--- config.mk ---
export PLATFORM = sky130hd
export DESIGN_NAME = mul_div_unit
export DESIGN_NICKNAME = d
export VERILOG_FILES = /design/src/rtl/mul_div_unit.sv
export SDC_FILE = /design/constraint.sdc
export NUM_CORES = 1
export LEC_CHECK = 0
export ABC_AREA = 1
export BUFFER_PORTS_ARGS = -buffer_cell sky130_fd_sc_hd__buf_2
export CAP_MARGIN = 20
export CORE_MARGIN = 1
export CORE_UTILIZATION = 40
export CTS_CLUSTER_DIAMETER = 120
export DETAILED_ROUTE_END_ITERATION = 6
export GPL_ROUTABILITY_DRIVEN = 0
export MAX_ROUTING_LAYER = met4
export SLEW_MARGIN = 40
export SYNTH_ARGS = -nofsm -noshare
export SYNTH_HDL_FRONTEND = slang
export SYNTH_SLANG_ARGS = --single-unit
--- constraint.sdc ---
create_clock -name clk -period 4.9 [get_ports clk]
set_input_delay 0.735 -clock clk [delete_from_list [all_inputs] [get_ports clk]]
set_output_delay 0.735 -clock clk [all_outputs]
set_load 0.05 [all_outputs]
--- src/rtl/mul_div_unit.sv ---
// Iterative unsigned multiply/divide unit: shift-add multiply, restoring divide,
// WIDTH iterations per operation, result written back to the register file.
module mul_div_unit #(
  parameter int WIDTH  = 16,
  parameter int ADDR_W = 4
) (
  input  logic              clk,
  input  logic              reset,
  input  logic              start,
  input  logic [1:0]        op,
  input  logic [WIDTH-1:0]  operand_a,
  input  logic [WIDTH-1:0]  operand_b,
  input  logic [ADDR_W-1:0] dest_reg,
  output logic              busy,
  output logic              done,
  output logic [WIDTH-1:0]  result,
  output logic [ADDR_W-1:0] result_reg,
  output logic              result_write,
  output logic              div_by_zero,
  output logic [1:0]        debug_state
);

  localparam int CNT_W = $clog2(WIDTH);

  typedef enum logic [1:0] {
    S_IDLE = 2'd0,
    S_RUN  = 2'd1,
    S_DONE = 2'd2
  } state_t;

  localparam logic [1:0] OP_MULLO = 2'b00;
  localparam logic [1:0] OP_MULHI = 2'b01;
  localparam logic [1:0] OP_DIVQ  = 2'b10;

  state_t            state;
  logic [1:0]        op_q;
  logic [WIDTH-1:0]  a_q;
  logic [WIDTH-1:0]  b_q;
  logic [ADDR_W-1:0] dest_q;
  logic [CNT_W-1:0]  count;
  // acc: product high half (MUL) or partial remainder (DIV).
  // lo:  multiplier shifting out / product low half shifting in (MUL),
  //      dividend shifting out / quotient shifting in (DIV).
  logic [WIDTH:0]    acc;
  logic [WIDTH-1:0]  lo;

  logic [WIDTH:0]    mul_sum;
  logic [WIDTH:0]    div_shift;
  logic              div_ok;
  logic [WIDTH:0]    acc_nx;
  logic [WIDTH-1:0]  lo_nx;
  logic [WIDTH-1:0]  result_nx;
  logic              accept;

  assign debug_state = state;
  // A start in the DONE cycle is taken so operations can issue back-to-back.
  assign accept = start && (state == S_IDLE || state == S_DONE);

  always_comb begin
    mul_sum   = {1'b0, acc[WIDTH-1:0]} + (lo[0] ? {1'b0, a_q} : '0);
    div_shift = {acc[WIDTH-1:0], lo[WIDTH-1]};
    div_ok    = div_shift >= {1'b0, b_q};
    acc_nx    = acc;
    lo_nx     = lo;
    if (op_q[1]) begin
      acc_nx = div_ok ? (div_shift - {1'b0, b_q}) : div_shift;
      lo_nx  = {lo[WIDTH-2:0], div_ok};
    end else begin
      acc_nx = {1'b0, mul_sum[WIDTH:1]};
      lo_nx  = {mul_sum[0], lo[WIDTH-1:1]};
    end
    case (op_q)
      OP_MULLO: result_nx = lo_nx;
      OP_MULHI: result_nx = acc_nx[WIDTH-1:0];
      OP_DIVQ:  result_nx = lo_nx;
      default:  result_nx = acc_nx[WIDTH-1:0];
    endcase
  end

  always_ff @(posedge clk) begin
    if (reset) begin
      state        <= S_IDLE;
      busy         <= 1'b0;
      done         <= 1'b0;
      result_write <= 1'b0;
      div_by_zero  <= 1'b0;
      result       <= '0;
      result_reg   <= '0;
      op_q         <= '0;
      a_q          <= '0;
      b_q          <= '0;
      dest_q       <= '0;
      count        <= '0;
      acc          <= '0;
      lo           <= '0;
    end else begin
      done         <= 1'b0;
      result_write <= 1'b0;
      case (state)
        S_RUN: begin
          acc   <= acc_nx;
          lo    <= lo_nx;
          count <= count + 1'b1;
          if (count == CNT_W'(WIDTH - 1)) begin
            state        <= S_DONE;
            done         <= 1'b1;
            result_write <= 1'b1;
            result       <= result_nx;
            result_reg   <= dest_q;
            div_by_zero  <= op_q[1] && (b_q == '0);
          end
        end
        default: begin
          state <= S_IDLE;
          busy  <= 1'b0;
        end
      endcase
      if (accept) begin
        state  <= S_RUN;
        busy   <= 1'b1;
        op_q   <= op;
        a_q    <= operand_a;
        b_q    <= operand_b;
        dest_q <= dest_reg;
        count  <= '0;
        acc    <= '0;
        // Multiply consumes the multiplier LSB first, divide the dividend MSB first.
        lo     <= op[1] ? operand_a : operand_b;
      end
    end
  end

endmodule

=== After elaboration in Yosys (flattened, before gate mapping) ===
Index checks and enable logic that the tools add are counted.

* Bits in registers: 99
* Bits in latches: 0
* RAM bits: 0
* Memory bits (read-only): 0
* Input bits: 41
* Output and inout bits: 26
* Word-level logic and storage cells: 51
* Memories kept: 0

* $add $sub $neg: 3
* $mul: 0
* Div/mod/pow operators: 0
* $lt $le $gt $ge: 1
* Equal/unequal tests: 6
* Shifts and indexed selects: 0
* Multiplexer cells: 14
* Bitwise operators: 1
* Reductions and logical operators: 12

{| class="wikitable"
|+ Operators with widths
! kind !! count
|-
| two-way mux 16 bit || 8
|-
| adder 16 x 16 -> 17 bit || 1
|-
| >= comparator 17 x 16 -> 1 bit || 1
|-
| logical NOT 16 bit || 1
|-
| subtractor 16 bit || 1
|-
| two-way mux 1 bit || 6
|-
| OR reduction 2 bit || 3
|-
| adder 4 x 1 -> 4 bit, second input constant || 1
|-
| == test 2 bit, second input constant || 2
|-
| == test 4 bit, second input constant || 1
|-
| logical NOT 2 bit || 2
|-
| inequality test 3 bit, second input constant || 1
|-
| OR reduction 3 bit || 1
|-
| == test 2 x 1 -> 1 bit, second input constant || 1
|-
| logical AND 1 bit || 2
|-
| inequality test 2 bit, second input constant || 1
|-
| AND reduction 2 bit || 1
|-
| nonzero test 2 bit || 1
|-
| logical OR 1 bit || 1
|-
| NOT 1 bit || 1
|}

=== Longest topological paths before layout ===
* Word-level depth: 5
* Gate-level depth with buffers: 18
* Gate-level depth less buffers: 16

=== Worst setup path after synthesis ===
Ideal clock, no wire load.

* Path type: register to register
* From: reg lo[0]
* To: reg result[5]
* Setup time: 0.139 ns
* Arrival: 2.141 ns
* Required time: 4.761 ns
* Setup slack: 2.620 ns
* Cell stages (with the launch flop): 15
* Buffers on the path: 2
* Clock period less this slack: 2.280 ns
* Cell sequence: dfxtp_1 > clkbuf_1 > clkbuf_1 > nand2_1 > inv_1 > ha_1 > fa_1 > nand3_1 > nand2_1 > nand3_1 > nand2_1 > o21ai_0 > nand3_2 > o21bai_1 > a21oi_2

* Cells in the longest elaborated chain, start to end: 4

{| class="wikitable"
|+ Ends and longest elaborated chain
! item !! line !! text
|-
| start: declaration || 45 || <nowiki>logic [WIDTH-1:0] lo;</nowiki>
|-
| start signal: assignment || 102 || <nowiki>lo <= lo_nx;</nowiki>
|-
| start signal: assignment || 128 || <nowiki>lo <= op[1] ? operand_a : operand_b;</nowiki>
|-
| two-way mux 16 bit || 60 || <nowiki>mul_sum = {1'b0, acc[WIDTH-1:0]} + (lo[0] ? {1'b0, a_q} : '0);</nowiki>
|-
| adder 16 x 16 -> 17 bit || 60 ||
|-
| two-way mux 16 bit || 65 || <nowiki>if (op_q[1]) begin</nowiki>
|-
| two-way mux 16 bit || 72 || <nowiki>case (op_q)</nowiki>
|-
| end signal: assignment || 108 || <nowiki>result <= result_nx;</nowiki>
|-
| end: declaration || 16 || <nowiki>output logic [WIDTH-1:0] result,</nowiki>
|}

Every way passes these cells.
A chain may end at the register's enable or synchronous reset.

=== Worst setup path in the final report ===
* From: in start
* To: reg count[0]

* Cells in the longest elaborated chain, start to end: 2

{| class="wikitable"
|+ Ends and longest elaborated chain
! item !! line !! text
|-
| start: declaration || 9 || <nowiki>input logic start,</nowiki>
|-
| logical AND 1 bit || 57 || <nowiki>assign accept = start && (state == S_IDLE || state == S_DONE);</nowiki>
|-
| OR reduction 2 bit (no line) || n/a ||
|-
| end signal: assignment || 103 || <nowiki>count <= count + 1'b1;</nowiki>
|-
| end: declaration || 40 || <nowiki>logic [CNT_W-1:0] count;</nowiki>
|}

Every way passes these cells.

==> impl_metrics.csv <==
group,metric,value,unit
sta,fin_tns_setup,0,ps
cells_and_area,fin_nets,1143,
cts,htree_levels,3,
logic_synthesis,synth_top_area_frac,0.297,
sta,slew_headroom,0.470,
critical_path,path_cells,"buf_2 > nand2_1 > buf_4 > clkinv_1 > nor2_2 > inv_1 > nor3_1",
status,status,"finished clean",
floorplan,die_width,131,µm
logic_synthesis,synth_nets,1110,
floorplan,fp.dieH,131,µm
sta,final_max_slew_viol_count,0,
critical_path,cp-start-kind,"input pin",
power,power_frac_seq,0.399,
grt,grt_use_met2,0.397,
cells_and_area,synthToLayoutAreaGrowth,10.4,%
cts,cts_num_sinks,99,
power,switching_power,0.829,mW
floorplan,initial_utilization,0.415,
sta,rsz0062_at_grt,"false",
grt,grt_pass1_wl,32.4,mm
logic_synthesis,yosysWarnings,0,
critical_path,cpPeakStageDelay,830,ps
sta,period_needed,3090,ps
routing,drc,0,
sta,fin_skew,12.3,ps
logic_synthesis,synth_area_per_cell,6.44,µm²
logic_synthesis,synth.most_common_cell,"nand2_1",
floorplan,row_count,46,
power,p_per_area,304,nW/µm²
logic_synthesis,synth_cells,1034,
cts,cts.path.max_buffers,2,
cts,cts_made_buffers,9,
sta,worstMarginPinSlew,796,ps
cts,root_buffer,"clkbuf_16",
logic_synthesis,synth_area_leader_cell,"dfxtp_1",
power,p_int,1.41,mW
grt,grtUsageMet3,0.0426,
logic_synthesis,ys_types,39,
power,leakage,3.77,nW
grt,grt.busiest_layer,"met2",
power,swShare,0.370,
floorplan,fp.dieArea,17200,µm²
critical_path,crit_arrival,3370,ps
logic_synthesis,synthArstFlopShare,0,
power,vdd_ir_drop_max,180,µV
logic_synthesis,syn_area,6660,µm²
floorplan,io_pins,67,
hold_path,hold_path_startpoint,"result[14]$_SDFFE_PP0P_",
grt,antenna_found_initial,0,
sta,finalSetupViolations,0,
floorplan,coreArea,16100,µm²
power,pwr-share-comb,0.295,
routing,drt-initial-drc-count,573,
sta,max_freq,0.323,GHz
routing,route.antenna.remaining_nets,0,
cts,cts_tree,"done",
grt,grt_pass1_vias,6022,
cts,clk_pin_slew,70,ps
logic_synthesis,synth_edf_count,0,
placed_design,dp_hpwl,15.8,mm
routing,first_pass_iters,5,
cts,cts_setup_buffers,0,
logic_synthesis,ys_ff_latch,99,
logic_synthesis,netlist_top_cells_area,"dfxtp_1, nand2_1, inv_1",
cells_and_area,antennaDiodeCount,0,
logic_synthesis,synthTopCellsByCount,"nand2_1, inv_1, dfxtp_1, o21ai_0, nor2_1",
sta,hold_slack,465,ps
grt,grt_usage,0.260,
cells_and_area,drive_gt1_frac,0.134,
sta,period_share,0.631,
grt,grt_max_degree,61,
critical_path,timing.rr.start,"debug_state[0]$_SDFFE_PP0P_",
logic_synthesis,synth-main-ff-cell,"dfxtp_1",
critical_path,crit_type,"input pin to flip-flop",
run,drv_cap,0,
routing,wl_per_cell,16.0,µm
hold_path,worstHoldPathType,"flip-flop to flip-flop",
grt,grt_use_met1,0.355,
cts,hold_buffers,0,
grt,overflow,0,
critical_path,cp_max_fo,37,
critical_path,endpoint_kind,"flip-flop",
critical_path,crit_slowest_cell,"nor2_2",
critical_path,timing.critical_path.from,"start",
logic_synthesis,ys_seq_area_frac,0.297,
cts,clock_latency,360,ps
critical_path,critPathRequiredTime,5180,ps
routing,totalWireLength,20.7,mm
power,pwr-share-clk,0.306,
routing,via_per_inst,5.16,
cts,ctsResizeCount,0,
cells_and_area,largest_reg_flops,20,
routing,num_vias,6652,
sta,hold_viol_final,0,
placed_design,portBuffers,66,
## layout make-up
type	instances	area (µm²)
clock buffer	10	229
clock inverter	6	47.5
fill	1686	8700
inverter	148	556
multi-input combinational	739	3910
sequential	99	1980
tap	216	270
timing repair buffer	70	360
## critical path: cells and delay by family
kind / cells / cell delay (ps)
buffers and inverters: 4 / 1520
and+or+nand+nor: 3 / 1100
## worst paths after layout
| kind | end | slack, ps | cells past startpoint |
|---|---|---|---|
| worst min-delay path | result[14]$_SDFFE_PP0P_ | 470 | 2 |
| worst max-delay path | count[0]$_SDFFE_PP0N_ | 1810 | 7 |
| worst max register to register | count[0]$_SDFFE_PP0N_ | 1910 | 7 |
| worst min register to register | result[14]$_SDFFE_PP0P_ | 470 | 2 |
## cells in the final DEF, fill, tap and decap left out, types with 20 or more instances in the layout
cell type | synthesis | routed
a21oi_1 | 52 | 52
ha_1 | 33 | 33
nor2_1 | 90 | 88
nand4_1 | 20 | 20
dfxtp_1 | 99 | 98
o21ai_0 | 98 | 98
nand3_1 | 58 | 58
inv_1 | 143 | 141
buf_2 | 7 | 66
nand2_1 | 262 | 261
## stage by stage
step	utilization	area, µm²	setup slack [ps]	std cells	power, mW
global placement	0.441	7080	1430	1272	1.56
CTS	0.458	7360	1950	1288	2.24
floorplan	-	6660	2620	1034	1.40
detailed placement	0.441	7080	1810	1272	1.56
finish	0.458	7360	1810	1288	2.24
global route	0.458	7360	1510	1288	2.36
## power groups by stage
stage / sequential [mW] / combinational (mW) / clock [mW]
2_1_floorplan: 0.899 / 0.502 / 0
3_5_place_dp: 0.912 / 0.648 / 0
6_report: 0.895 / 0.660 / 0.685
3_3_place_gp: 0.912 / 0.647 / 0
5_1_grt: 0.900 / 0.739 / 0.723
4_1_cts: 0.894 / 0.652 / 0.694
## layer usage
| metal | vias to the layer above | wire, µm |
|---|---|---|
| met5 | - | 0 |
| met4 | 0 | 397 |
| met3 | 21 | 1090 |
| met2 | 193 | 9190 |
| met1 | 3009 | 9980 |
| li1 | 3429 | - |
## logic make-up (layout without fill, tap and decap cells)
| family | after synthesis | after routing | synth area share |
|---|---|---|---|
| adder cells (fa/ha/maj) | 35 | 35 | 0.0680 |
| XOR/XNOR | 7 | 7 | 0.00920 |
| flip-flops | 99 | 99 | 0.297 |
| buffers and inverters | 196 | 234 | 0.116 |
| AO/OA/AOI/OAI | 212 | 212 | 0.183 |
| multiplexers | 1 | 1 | 0.00150 |
| AND/OR/NAND/NOR | 484 | 484 | 0.324 |
(Power assumes the default switching activity.)
